## config.mk

```make
export PLATFORM = sky130hd
export DESIGN_NAME = game_turn_controller
export DESIGN_NICKNAME = d
export VERILOG_FILES = /design/src/rtl/game_turn_controller.sv
export SDC_FILE = /design/constraint.sdc
export NUM_CORES = 1
export LEC_CHECK = 0
export CORE_UTILIZATION = 45
export DETAILED_ROUTE_END_ITERATION = 6
export PLACE_DENSITY = 0.78
export SLEW_MARGIN = 20
export SYNTH_ARGS = -nofsm -noshare
export SYNTH_HDL_FRONTEND = slang
export SYNTH_SLANG_ARGS = --single-unit
```

## constraint.sdc

```tcl
create_clock -name clock -period 1.85 [get_ports clock]
set_input_delay 0.2775 -clock clock [delete_from_list [all_inputs] [get_ports clock]]
set_output_delay 0.2775 -clock clock [all_outputs]
set_load 0.01 [all_outputs]
```

## src/rtl/game_turn_controller.sv

```systemverilog
// Bulls-and-cows turn controller: secrets, guesses, scoring, win/draw.
// Optional TURN_LIMIT_EN enables a draw after MAX_TURNS rounds.
module game_turn_controller #(
    parameter int MAX_TURNS = 10
) (
    input  logic        clock,
    input  logic        reset,
    input  logic        confirma,
    input  logic [15:0] SW,
    input  logic [2:0]  bulls_i,
    input  logic [2:0]  cows_i,
    output logic [15:0] score_guess_o,
    output logic [15:0] score_secret_o,
    output logic [2:0]  state_o,
    output logic        player_o,
    output logic [5:0]  result_o,
    output logic        entry_err_o,
    output logic [1:0]  winner_o,
    output logic [3:0]  turn_o
);

    typedef enum logic [2:0] {
        SECRET1 = 3'd0,
        SECRET2 = 3'd1,
        GUESS   = 3'd2,
        SCORE   = 3'd3,
        SHOW    = 3'd4,
        WIN     = 3'd5,
        DRAW    = 3'd6
    } state_t;

`ifdef TURN_LIMIT_EN
    localparam bit LIMIT_ON = 1'b1;
`else
    localparam bit LIMIT_ON = 1'b0;
`endif
    localparam logic [3:0] LIMIT = 4'(MAX_TURNS);

    state_t      state;
    logic [15:0] secret1;
    logic [15:0] secret2;
    logic        sync1;
    logic        sync2;
    logic        sync2_d;
    logic        conf_p;
    logic        sw_ok;
    logic [3:0]  turn_next;
    logic        draw_hit;

    function automatic logic entry_ok(input logic [15:0] v);
        logic ok;
        ok = 1'b1;
        for (int i = 0; i < 4; i++) begin
            if (v[4*i +: 4] > 4'd9) ok = 1'b0;
            for (int j = i + 1; j < 4; j++)
                if (v[4*i +: 4] == v[4*j +: 4]) ok = 1'b0;
        end
        return ok;
    endfunction

    assign conf_p         = sync2 & ~sync2_d;
    assign sw_ok          = entry_ok(SW);
    assign turn_next      = turn_o + 4'd1;
    assign draw_hit       = LIMIT_ON && (turn_next == LIMIT);
    assign state_o        = state;
    assign score_secret_o = player_o ? secret1 : secret2;

    always_ff @(posedge clock or negedge reset) begin
        if (!reset) begin
            sync1   <= 1'b0;
            sync2   <= 1'b0;
            sync2_d <= 1'b0;
        end else begin
            sync1   <= confirma;
            sync2   <= sync1;
            sync2_d <= sync2;
        end
    end

    always_ff @(posedge clock or negedge reset) begin
        if (!reset) begin
            state         <= SECRET1;
            player_o      <= 1'b0;
            secret1       <= '0;
            secret2       <= '0;
            score_guess_o <= '0;
            result_o      <= '0;
            entry_err_o   <= 1'b0;
            winner_o      <= 2'b00;
            turn_o        <= '0;
        end else begin
            unique case (state)
                SECRET1: if (conf_p) begin
                    if (sw_ok) begin
                        secret1     <= SW;
                        entry_err_o <= 1'b0;
                        state       <= SECRET2;
                    end else begin
                        entry_err_o <= 1'b1;
                    end
                end
                SECRET2: if (conf_p) begin
                    if (sw_ok) begin
                        secret2     <= SW;
                        entry_err_o <= 1'b0;
                        player_o    <= 1'b0;
                        state       <= GUESS;
                    end else begin
                        entry_err_o <= 1'b1;
                    end
                end
                GUESS: if (conf_p) begin
                    if (sw_ok) begin
                        score_guess_o <= SW;
                        entry_err_o   <= 1'b0;
                        state         <= SCORE;
                    end else begin
                        entry_err_o <= 1'b1;
                    end
                end
                SCORE: begin
                    result_o <= {bulls_i, cows_i};
                    state    <= SHOW;
                end
                SHOW: if (conf_p) begin
                    if (result_o[5:3] == 3'd4) begin
                        winner_o <= player_o ? 2'b10 : 2'b01;
                        state    <= WIN;
                    end else if (player_o && draw_hit) begin
                        winner_o <= 2'b11;
                        turn_o   <= turn_next;
                        state    <= DRAW;
                    end else begin
                        if (player_o) turn_o <= turn_next;
                        player_o <= ~player_o;
                        state    <= GUESS;
                    end
                end
                WIN, DRAW: ;
                default: state <= SECRET1;
            endcase
        end
    end

endmodule
```

# Yosys cells after proc, flatten, opt, wreduce, memory -nomap -nowiden
# Index checks and enable logic that the tools add are counted.
[word_totals]
regBits = 68
inputBits = 25
output_inout_bits = 49
elab_cells = 82
[classes]
n_addsub = 1
magnitude_cmp = 4
n_eq_ne = 21
mux = 27
bitwise = 5
reduce_logical = 12
[op_table]
columns = ["op", "n"]
rows = [
  ["== test 4 bit", 6],
  ["two-way mux 3 bit", 8],
  ["one-hot mux 3 bit (6 select lines)", 1],
  ["greater-than comparator 4 bit, second input constant", 4],
  ["two-way mux 16 bit", 1],
  ["!= test 2 bit, second input constant", 8],
  ["two-way mux 1 bit", 15],
  ["== test 3 bit, second input constant", 4],
  ["AND reduction 3 bit", 4],
  ["AND reduction 8 bit", 1],
  ["== test 3 x 2 -> 1 bit, second input constant", 2],
  ["AND reduction 5 bit", 1],
  ["adder 4 x 1 -> 4 bit, second input constant", 1],
  ["NOT 1 bit", 4],
  ["AND reduction 4 bit", 1],
  ["== test 3 x 1 -> 1 bit, second input constant", 1],
  ["logical NOT 3 bit", 1],
  ["OR reduction 3 bit", 1],
  ["two-way mux 2 bit", 1],
  ["one-hot mux 1 bit (2 select lines)", 1],
  ["AND reduction 2 bit", 1],
  ["nonzero test 2 bit", 1],
  ["OR reduction 2 bit", 1],
  ["AND 1 bit", 1],
]

# Longest topological paths before layout
# Gate-level depths: netlist (run 1).
[logic_depth]
depth_word = 14
mapped_depth = 7
ltp_nobuf = 5

# Least setup slack after synthesis (run 1)
# Ideal clock, no wire load.
[synth_timing]
path_kind = "input-to-reg"
from = "input SW[14]"
to = "register score_guess_o[2]"
setup_time_ns = 0.125
t_arrival_ns = 1.965
required_time_ns = 1.725
setup_slack_ns = -0.241
path_stages = 7
n_path_buf = 2
path_cell_list = "buf_2 > o21ai_0 > nand4_1 > nor4_4 > nand4_2 > buf_6 > mux2_4"
[synth_between]
elab_chain_len = 9
elab_cells_between_ends = 12
cone_classes = "order compare: 1; eq/ne: 3; mux: 7; reduce/logical: 1"
[synth_lines]
columns = ["element", "line", "source"]
rows = [
  ["from (decl)", "9", "input logic [15:0] SW,"],
  ["== test 4 bit", "56", "if (v[4*i +: 4] == v[4*j +: 4]) ok = 1'b0;"],
  ["two-way mux 1 bit", "56", ""],
  ["two-way mux 1 bit", "54", "if (v[4*i +: 4] > 4'd9) ok = 1'b0;"],
  ["two-way mux 1 bit (2 in series)", "56", ""],
  ["two-way mux 1 bit", "54", ""],
  ["two-way mux 1 bit", "56", ""],
  ["two-way mux 1 bit (*)", "54", ""],
  ["AND reduction 3 bit (no line) (*)", "--", ""],
  ["to (signal assigned)", "86", "score_guess_o <= '0;"],
  ["to (signal assigned)", "114", "score_guess_o <= SW;"],
  ["to (decl)", "12", "output logic [15:0] score_guess_o,"],
]
# Mark *: on every way between the ends. The rest lies on a longest branch, timed or not.
# A chain may end at the register's enable or synchronous reset.

# Final worst setup path (run 1)
[layout_timing]
from = "input SW[9]"
to = "register secret1[3]"
[layout_between]
elab_chain_len = 10
elab_cells_between_ends = 13
cone_classes = "order compare: 1; eq/ne: 3; mux: 8; reduce/logical: 1"
[layout_lines]
columns = ["element", "line", "source"]
rows = [
  ["== test 4 bit", "56", ""],
  ["two-way mux 1 bit (2 in series)", "56", ""],
  ["two-way mux 1 bit", "54", ""],
  ["two-way mux 1 bit (2 in series)", "56", ""],
  ["two-way mux 1 bit", "54", ""],
  ["two-way mux 1 bit (*)", "56", ""],
  ["two-way mux 1 bit (*)", "54", ""],
  ["AND reduction 3 bit (no line) (*)", "--", ""],
  ["to (signal assigned)", "84", "secret1 <= '0;"],
  ["to (signal assigned)", "95", "secret1 <= SW;"],
  ["to (decl)", "40", "logic [15:0] secret1;"],
]
# Marks and branches as above.

==> results of run 1 <==
cell usage in the layout, fill, tap and decap left out, types with 4 or more instances in the layout:
| cell type | n |
|---|---|
| sky130_fd_sc_hd__xor2_1 | 11 |
| sky130_fd_sc_hd__clkbuf_2 | 13 |
| sky130_fd_sc_hd__bufinv_16 | 4 |
| sky130_fd_sc_hd__buf_4 | 40 |
| sky130_fd_sc_hd__xor2_2 | 4 |
| sky130_fd_sc_hd__o21ai_0 | 5 |
| sky130_fd_sc_hd__clkbuf_8 | 9 |
| sky130_fd_sc_hd__dfrtp_1 | 67 |
| sky130_fd_sc_hd__buf_12 | 4 |
| sky130_fd_sc_hd__clkdlybuf4s50_1 | 39 |
| sky130_fd_sc_hd__clkdlybuf4s15_1 | 10 |
| sky130_fd_sc_hd__mux2_2 | 69 |
| sky130_fd_sc_hd__dlygate4sd2_1 | 7 |
| sky130_fd_sc_hd__xnor2_1 | 10 |
| sky130_fd_sc_hd__nand4_1 | 4 |
| sky130_fd_sc_hd__buf_6 | 6 |
synth_stat cells, types with 2 or more instances:
library cell / number / area share (%)
sky130_fd_sc_hd__o21ai_0: 8 / 1.2
sky130_fd_sc_hd__nand4_2: 2 / 0.77
sky130_fd_sc_hd__dfrtp_1: 68 / 52
sky130_fd_sc_hd__nor2_1: 2 / 0.23
sky130_fd_sc_hd__nand2_1: 2 / 0.23
sky130_fd_sc_hd__mux2_2: 70 / 24
sky130_fd_sc_hd__a21oi_1: 3 / 0.46
sky130_fd_sc_hd__xor2_1: 17 / 4.6
sky130_fd_sc_hd__nand2b_1: 3 / 0.58
sky130_fd_sc_hd__xnor2_1: 10 / 2.7
sky130_fd_sc_hd__nand4_1: 4 / 0.77
sky130_fd_sc_hd__nor4_1: 5 / 0.96
sky130_fd_sc_hd__clkbuf_1: 7 / 0.81
sky130_fd_sc_hd__nand3_1: 3 / 0.46
sky130_fd_sc_hd__nor3_1: 2 / 0.31
sky130_fd_sc_hd__buf_4: 2 / 0.46
sky130_fd_sc_hd__buf_6: 2 / 0.69
sky130_fd_sc_hd__buf_2: 13 / 2.0
sky130_fd_sc_hd__nor3b_1: 3 / 0.69
stage by stage:
stage	utilization [%]	total power [mW]	hold slack (ns)	cell area, um^2	setup TNS, ns
after floorplan	-	3.25	-0.0181	3360	-2.30
after global placement	62.5	4.28	0.326	4320	-32.43
after detailed placement	62.5	4.35	0.323	4320	-34.63
after CTS	68.6	5.98	0.382	4740	0
after global routing	69.5	6.27	0.320	4800	-0.0913
final	69.5	5.98	0.317	4800	0
final cells by class:
cell class	instances	area, um^2	share of cell area, %
Multi-Input combinational cell	151	1570	32.6
Sequential cell	68	1700	35.5
Timing Repair Buffer	125	1150	23.9
Tap cell	96	120	2.50
Clock inverter	7	139	2.89
Clock buffer	9	124	2.58
worst max-delay path, cell delays in order:
cell                              delay, ns
sky130_fd_sc_hd__clkdlybuf4s15_2       0.27
sky130_fd_sc_hd__xor2_1                0.22
sky130_fd_sc_hd__nor4_2                0.34
sky130_fd_sc_hd__a41oi_2               0.09
sky130_fd_sc_hd__buf_4                 0.18
sky130_fd_sc_hd__nand4_4               0.09
sky130_fd_sc_hd__bufbuf_16             0.26
sky130_fd_sc_hd__mux2_2                0.32
sequential cells by signal (all words and copies together), names as in the netlist:
name	count
state_o	3
secret2	16
sync2	1
secret1	16
result_o	6
score_guess_o	16
winner_o	2
turn_o	4
sync2_d	1
sync1	1
player_o	1
entry_err_o	1
kinds of logic (layout without fill, tap and decap cells):
family	count (synthesis)	after routing	synth area share [%]
mux	72	72	25.0
flops	68	68	52.2
simple gates	34	34	7.64
xor+xnor	27	27	7.26
buf+inv	25	141	4.07
compound gates	17	17	3.42
fa+ha+maj	1	1	0.384
power by group through the flow:
stage / sequential, mW / combinational, mW / clock (mW)
5_1_grt: 2.24 / 2.32 / 1.71
4_1_cts: 2.19 / 2.15 / 1.64
2_1_floorplan: 2.26 / 0.990 / 0
3_5_place_dp: 2.21 / 2.14 / 0
6_report: 2.20 / 2.18 / 1.60
3_3_place_gp: 2.18 / 2.10 / 0
worst paths after layout:
kind	from	to	slack [ns]	cells after the start
max	SW[9]	secret1[3]	0.04	8
min	SW[1]	score_guess_o[1]	0.32	2
max reg2reg	sync2_d	secret1[9]	0.09	6
min reg2reg	sync1	sync2	0.37	0
max in group asynchronous	reset	secret1[8]	1.08	3
min in group asynchronous	reset	result_o[0]	0.47	3
layer usage:
layer	vias to the layer above	GRT usage (%)	wire length [um]	share of wire, %
met4	0	8.20	233	3.0
met2	84	37.3	4000	51
met1	1163	25.6	3200	41
met3	20	6.64	362	4.6
met5	-	0	0	0
li1	1083	-	-	-
what timing repair did:
action                     CTS  global route
pin swaps                    8             6
buffers inserted            13             0
hold buffers                 1             0
resized for setup           49            49
hold endpoints to repair    68             0
gates cloned                 1             0
setup endpoints to repair   67            63
==> parameters.txt, run 1 <==
Parameter                              Value

Outcome
  Result of the run    completed

Floorplanning
  Total core area    0.00691 mm^2
  Die W    87.1 um
  Effective utilization at floorplan    47.2%
  Io pins    74
  Die span in y    87.1 um
  Row Count    30
  Die area    0.00758 mm^2

Synth
  Number of enable-type register cells in the synthesized netlist    0
  Synth Register Bits    68
  Predominant post-synthesis flop cell    sky130_fd_sc_hd__dfrtp_1
  Post-synth net total    270
  Post-synthesis async set-or-reset flop share    100%
  Unique cell type count in the Yosys netlist    37
  Sequential share of the synthesized area    52.2%
  Mapped Cells    244
  YS warnings    0
  Post-Syn Area per Cell    13.4 um^2
  Post-Syn Area    0.00326 mm^2

Place
  Cell count after placement    425
  Worst setup slack before clock tree synthesis    -0.719 ns
  Gpl congestion    0.781
  Number of buffers added on ports    73
  Post-detail-place hpwl    5020 um

Layout
  # nets final    381
  Number of inserted filler cells in the final layout    498
  Layout cells sized above 1    48.3%
  Area growth from synthesis to layout    47.4%
  Diodes inserted    0
  Non-filler instance count after layout    456

Clock network
  Number of buffers created by CTS    9
  Clock Sinks    68
  Clk slew on worst S/H paths    0.07 ns
  Clock latency reported for the late side of the worst-skew pair    0.35 ns
  Clock root buffer    sky130_fd_sc_hd__clkbuf_8
  Number of buffers on the longest clock path    2
  H-tree depth    3
  CTS tree    done

Power and ir drop
  Peak supply drop    0.000684 V
  Switching power    1.70 mW
  Int Power    4.28 mW
  Switch share    28.4%
  Static leakage    2.25 nW
  Relative contribution of the clock network to total power    26.8%
  Power Dens Cells    1250 mW/mm^2
  Logic pwr share    36.4%
  Reg power frac    36.8%

Worst setup path
  WP data required    2.09 ns
  Crit path capture type    register
  Setup Crit Path Kind    in2reg
  Maximum fanout along the worst path    7
  CP arrival    2.05 ns
  Launching element type of the critical path    input port

Timing
  Fin Clk Skew    0.00731 ns
  Number of hold violations in the final report    0
  Setup ws final    0.0353 ns
  Post-route clock period utilization    98.1%
  Final-report max-slew violation count    0
  Slew @ Worst Pin    0.395 ns
  F_max    551 MHz
  Max-Slew Margin vs Limit    73.4%
  Tmin final    1.81 ns
  Final setup violation count    0

Global routing
  Largest net degree at the start of global routing    69
  First-pass GRT wire length    12100 um
  Overall track demand over capacity in global routing    21.7%
  Antenna violations before repair    0
  Number of global-route vias before repair    2457
  Overflow after GRT    0

Drt
  Via density per instance    5.15
  Wirelength per Cell    17.1 um
  Via count    2350
  Final WL    7800 um
  Drt drc    0
  Pre-antenna DRT Iters    4
  Remaining number of nets flagged by the antenna check after routing    0
  Iteration-0 DRC count of the detailed router    84

Min path
  Tightest Hold Check Type    in2reg

Flow run
  Max capacitance violation total    0
Note: power is estimated with default switching activity, not from simulation.
==> run 2, diff against run 1 <==
Settings changed: TNS_END_PERCENT set to 20.
==> run 2 against run 1 <==
Against the previous run: count of clock-buffer cells in the layout up 3; sequential power about the same; setup slack better by 0.024 ns; via count down 2.9%; sequential cell count unchanged; critical path type unchanged; critical endpoint is now score_guess_o[7]; largest power group unchanged; highest routed layer unchanged.
==> parameters.txt, run 2 (same netlist as run 1, synthesis figures left out) <==
Parameter                              Value

Outcome
  Result of the run    completed

Layout
  Diodes inserted    0
  Sequential Area    0.00170 mm^2
  Number of inserted filler cells in the final layout    565
  Area growth from synthesis to layout    39.9%
  Layout cells sized above 1    46.5%
  Total area of multi-input combinational cells    0.00148 mm^2
  Non-filler instance count after layout    453
  # nets final    379
  Most common library cell in the layout ignoring fill and taps    sky130_fd_sc_hd__mux2_2
  Top flop regs    score_guess_o x16, secret1 x16, secret2 x16
  Fraction of the core area covered by cells at the end of the flow    66.0%
  Layout Cell Area excl Fill    0.00456 mm^2
  Highest-count cells in the layout ignoring fill and taps    70 x sky130_fd_sc_hd__mux2_2, 67 x sky130_fd_sc_hd__dfrtp_1, 40 x sky130_fd_sc_hd__clkdlybuf4s50_1

Power and ir drop
  Peak supply drop    0.000636 V
  Power Dens Cells    1180 mW/mm^2
  Static leakage    2.15 nW
  Overall power    5.38 mW

Timing
  Fin Hold WS    0.264 ns
  Setup ws final    0.0595 ns
  Slew @ Worst Pin    0.481 ns
  Final setup violation count    0
  Max-Slew Margin vs Limit    67.6%
  F_max    559 MHz
  Fin Clk Skew    0.00528 ns
  Final-report max-slew violation count    0
  Tmin final    1.79 ns
  Post-route clock period utilization    96.8%
  Number of hold violations in the final report    0
  Aggregate negative setup slack    0 ns

Drt
  Drt drc    0
  Final WL    7120 um
  Wirelength per Cell    15.7 um
  Via density per instance    5.04
  Iteration-0 DRC count of the detailed router    58
  Met1 layer wirelength in the final routing    3230 um
  Detailed route wirelength on metal2    3470 um
  Uppermost routed layer    met4
  Pre-antenna DRT Iters    4
  Remaining number of nets flagged by the antenna check after routing    0
  Via count    2282
  Routed wl met3    287 um

Floorplanning
  Die span in y    87.1 um
  Total core area    0.00691 mm^2
  Die W    87.1 um
  Effective utilization at floorplan    47.2%
  Row Count    30
  Io pins    74
  Die area    0.00758 mm^2

Global routing
  Overall track demand over capacity in global routing    20.1%
  First-pass GRT wire length    11300 um
  Overflow after GRT    0
  Number of global-route vias before repair    2316
  Largest net degree at the start of global routing    69
  Antenna violations before repair    0

Worst setup path
  Worst setup slack for register-to-register paths    0.12 ns
  WP data required    2.08 ns
  CP arrival    2.02 ns
  Setup Crit Path Kind    in2reg
  Maximum fanout along the worst path    8
  Crit path capture type    register
  Critical register-to-register path startpoint    sync2_d
  Depth of the worst register-to-register path    5
  Destination of the worst register-to-register timing path    secret1[11]
  Launching element type of the critical path    input port

Min path
  End point of the worst hold path    secret1[3]
  Cell count of the worst hold path    2
  Origin of the worst min-delay path    SW[3]
  Tightest Hold Check Type    in2reg

Place
  Placed Instance Area    0.00433 mm^2
  Worst setup slack before clock tree synthesis    -0.706 ns
  Cell count after placement    429
  Post-detail-place hpwl    4860 um
  Number of buffers added on ports    73
  Gpl congestion    0.827

Clock network
  Number of buffers on the longest clock path    2
  Clock root buffer    sky130_fd_sc_hd__clkbuf_8
  Clock latency reported for the late side of the worst-skew pair    0.35 ns
  H-tree depth    3
  Clock Sinks    68
  Number of buffers created by CTS    9
  CTS tree    done
  Clk slew on worst S/H paths    0.07 ns

Flow run
  Max capacitance violation total    0
==> run 2: cell count changes in the layout (fill, tap and decap cells not counted), sizes merged <==
cell	change
dlygate4sd2	+1
bufinv	-4
clkbuf	+4
clkdlybuf4s50	+1
clkdlybuf4s15	-9
buf	+6
bufbuf	-1
dlymetal6s2s	-1
==> run 2: timing repair <==
action                                 4_1_cts  5_1_grt
cloned                                       1        2
resized for setup                           68       33
hold buffers                                 1        0
buffers inserted                             5        0
endpoints found under the hold margin       68        0
pin swaps                                    6        2
setup endpoints to repair                   68       60
==> run 2: worst max-delay path, cell delays in order <==
cell and delay [ns]:
sky130_fd_sc_hd__dlygate4sd2_1 0.30, sky130_fd_sc_hd__buf_4 0.17, sky130_fd_sc_hd__o21ai_0 0.17, sky130_fd_sc_hd__nand4_1 0.17, sky130_fd_sc_hd__nor4_4 0.17, sky130_fd_sc_hd__buf_6 0.17, sky130_fd_sc_hd__nand4_4 0.11, sky130_fd_sc_hd__clkbuf_16 0.21
sky130_fd_sc_hd__mux2_2 0.27
==> run 2: report_power, final <==
part	switching, mW	internal, mW	leakage [nW]
combinational	0.848	1.33	1.18
sequential	0.268	1.94	0.891
clock	0.522	0.473	0.0800
==> run 2: worst max-delay path by stage <==
stage            from               end  cells past startpoint
6_report        SW[1]  score_guess_o[7]                      9
5_1_grt         SW[1]        secret1[9]                      9
4_1_cts        SW[11]        secret2[8]                      9
3_5_place_dp    SW[9]       secret1[15]                      8
3_3_place_gp    SW[9]        secret1[3]                      8
2_1_floorplan  SW[13]  score_guess_o[2]                      7
==> run 2: final cells by class <==
| cell class | count | area share (%) |
|---|---|---|
| Multi-Input combinational cell | 151 | 32.4 |
| Timing Repair Buffer | 123 | 24.3 |
| Clock inverter | 3 | 0.329 |
| Clock buffer | 12 | 2.96 |
| Tap cell | 96 | 2.64 |
| Sequential cell | 68 | 37.4 |
==> run 2: metal layers <==
metal	vias to the layer above	track usage [%]
li1	1087	-
met1	1126	24.9
met2	57	33.9
met3	12	4.17
met4	0	9.39
met5	-	0
==> run 3, diff against run 2 <==
--- a/config.mk
+++ b/config.mk
@@ -9,5 +9,4 @@
 export DETAILED_ROUTE_END_ITERATION = 6
 export PLACE_DENSITY = 0.78
-export SLEW_MARGIN = 20
 export SYNTH_ARGS = -nofsm -noshare
 export SYNTH_HDL_FRONTEND = slang
==> constraint.sdc (replaced) <==
create_clock -name clock -period 1.85 [get_ports clock]
set_input_delay 0.2775 -clock clock [delete_from_list [all_inputs] [get_ports clock]]
set_output_delay 0.2775 -clock clock [all_outputs]
set_load 0.05 [all_outputs]
==> run 3 against run 2 <==
Against the previous run: largest cell class unchanged; first-iteration DRC count increased by 24%; sequential share of layout area increased by 0.41 points; design area decreased by 0.93%; cell count decreased by 1.3%; clock skew about the same; critical path type unchanged; count of clock-buffer cells in the layout increased by 1; critical path depth decreased by 1.
==> parameters.txt, run 3 (same netlist as run 1, synthesis figures left out) <==
Parameter                              Value

Outcome
  Result of the run    completed

Floorplanning
  Io pins    74
  Total core area    0.00691 mm^2
  Row Count    30
  Die W    87.1 um
  Die span in y    87.1 um
  Effective utilization at floorplan    47.2%
  Die area    0.00758 mm^2

Min path
  Origin of the worst min-delay path    SW[13]
  Cell count of the worst hold path    2
  End point of the worst hold path    secret1[13]
  Tightest Hold Check Type    in2reg

Global routing
  Overflow after GRT    0
  Antenna violations before repair    0
  First-pass GRT wire length    11500 um
  Number of global-route vias before repair    2338
  Largest net degree at the start of global routing    69
  Overall track demand over capacity in global routing    20.3%

Drt
  Detailed route wirelength on metal2    3510 um
  Met1 layer wirelength in the final routing    3310 um
  Wirelength per Cell    16.1 um
  Routed wl met3    289 um
  Pre-antenna DRT Iters    4
  Drt drc    0
  Uppermost routed layer    met4
  Final WL    7220 um
  Remaining number of nets flagged by the antenna check after routing    0
  Via density per instance    5.09
  Iteration-0 DRC count of the detailed router    72
  Via count    2277

Timing
  Number of hold violations in the final report    0
  Fin Hold WS    0.319 ns
  F_max    552 MHz
  Tmin final    1.81 ns
  Final setup violation count    0
  Aggregate negative setup slack    0 ns
  Final-report max-slew violation count    0
  Max-Slew Margin vs Limit    66.3%
  Post-route clock period utilization    97.9%
  Fin Clk Skew    0.00557 ns
  Setup ws final    0.0392 ns
  Slew @ Worst Pin    0.503 ns

Layout
  Total area of multi-input combinational cells    0.00146 mm^2
  Sequential Area    0.00171 mm^2
  Highest-count cells in the layout ignoring fill and taps    70 x sky130_fd_sc_hd__mux2_2, 65 x sky130_fd_sc_hd__dfrtp_1, 55 x sky130_fd_sc_hd__buf_4
  Diodes inserted    0
  Layout Cell Area excl Fill    0.00452 mm^2
  Top flop regs    score_guess_o x16, secret1 x16, secret2 x16
  Fraction of the core area covered by cells at the end of the flow    65.4%
  Most common library cell in the layout ignoring fill and taps    sky130_fd_sc_hd__mux2_2
  Number of inserted filler cells in the final layout    577
  Area growth from synthesis to layout    38.6%
  Layout cells sized above 1    48.7%
  # nets final    373

Clock network
  Number of buffers created by CTS    9
  Clock latency reported for the late side of the worst-skew pair    0.33 ns
  CTS tree    done
  H-tree depth    3
  Clk slew on worst S/H paths    0.06 ns
  Clock Sinks    68
  Number of buffers on the longest clock path    2
  Clock root buffer    sky130_fd_sc_hd__clkbuf_8

Worst setup path
  Cell with the largest stage delay on the worst path    sky130_fd_sc_hd__dlygate4sd2_1
  Worst Path Buf+Inv    3
  WP data required    2.07 ns
  Largest delay contributor family on the critical path    buffers and inverters
  CP arrival    2.03 ns
  Crit path capture type    register
  Setup Crit Path Kind    in2reg
  Destination of the worst register-to-register timing path    score_guess_o[2]
  Critical Path, Cell by Cell    dlygate4sd2_1 -> xor2_1 -> nor4_2 -> nor4_4 -> buf_4 -> nand4_4 -> clkbuf_16 -> mux2_4
  Critical register-to-register path startpoint    sync2_d
  Launching element type of the critical path    input port
  Depth of the worst register-to-register path    5
  Worst setup slack for register-to-register paths    0.04 ns
  Maximum fanout along the worst path    5
  Delay contributed by the slowest stage of the critical path    0.37 ns

Place
  Gpl congestion    0.810
  Placed Instance Area    0.00427 mm^2
  Number of buffers added on ports    73
  Post-detail-place hpwl    5080 um
  Worst setup slack before clock tree synthesis    -0.682 ns

Power and ir drop
  Power Dens Cells    1440 mW/mm^2
  Static leakage    2.18 nW
  Peak supply drop    0.000857 V

Flow run
  Max capacitance violation total    0
-- run 3: per-stage QoR --
stage | total power, mW | cells
CTS | 6.56 | 444
floorplan | 4.41 | 244
global route | 6.82 | 447
finish | 6.52 | 447
global placement | 5.43 | 426
detailed placement | 5.49 | 426
-- run 3: worst max-delay path by stage --
stage | startpoint | slack (ns) | endpoint | cells after the start
after floorplan | SW[13] | -0.13 | score_guess_o[2] | 7
after global placement | SW[9] | -0.64 | score_guess_o[0] | 8
after detailed placement | SW[13] | -0.68 | score_guess_o[1] | 8
after global routing | sync2_d | -0.03 | score_guess_o[2] | 5
after CTS | SW[11] | 0.003 | score_guess_o[1] | 9
final | SW[2] | 0.04 | score_guess_o[2] | 8
-- run 3: worst reg2reg max path: cells and delay by family (launching register included) --
kind / cells / cell delay (ns)
AND/OR/NAND/NOR: 3 / 0.83
buffers and inverters: 1 / 0.20
multiplexers: 1 / 0.29
flip-flops: 1 / 0.38
-- run 3: final cells by class --
class	count	area share [%]
clock buffer	13	3.52
multi-input combinational	151	32.4
clock inverter	2	0.222
timing repair buffer	117	23.5
sequential	68	37.8
tap	96	2.66
-- run 3: power breakdown --
| group | total (mW) | internal [mW] | leakage, nW | switching (mW) |
|---|---|---|---|---|
| logic | 3.26 | 1.27 | 1.20 | 1.99 |
| clock network | 1.06 | 0.549 | 0.0893 | 0.507 |
| registers | 2.20 | 1.94 | 0.887 | 0.255 |
| total | 6.52 | 3.76 | 2.18 | 2.75 |
-- run 3: timing repair --
action,in CTS,in global routing
setup buffers,2,1
endpoints found under the hold margin,68,0
cloned,0,2
resized for setup,22,22
endpoints found under the setup margin,53,50
pin swaps,4,7
hold buffers,1,0
-- run 3: metal layers --
| metal | vias to the layer above | GRT usage [%] |
|---|---|---|
| li1 | 1078 | - |
| met1 | 1130 | 26.5 |
| met2 | 59 | 33.5 |
| met3 | 10 | 3.89 |
| met4 | 0 | 8.05 |
| met5 | - | 0 |
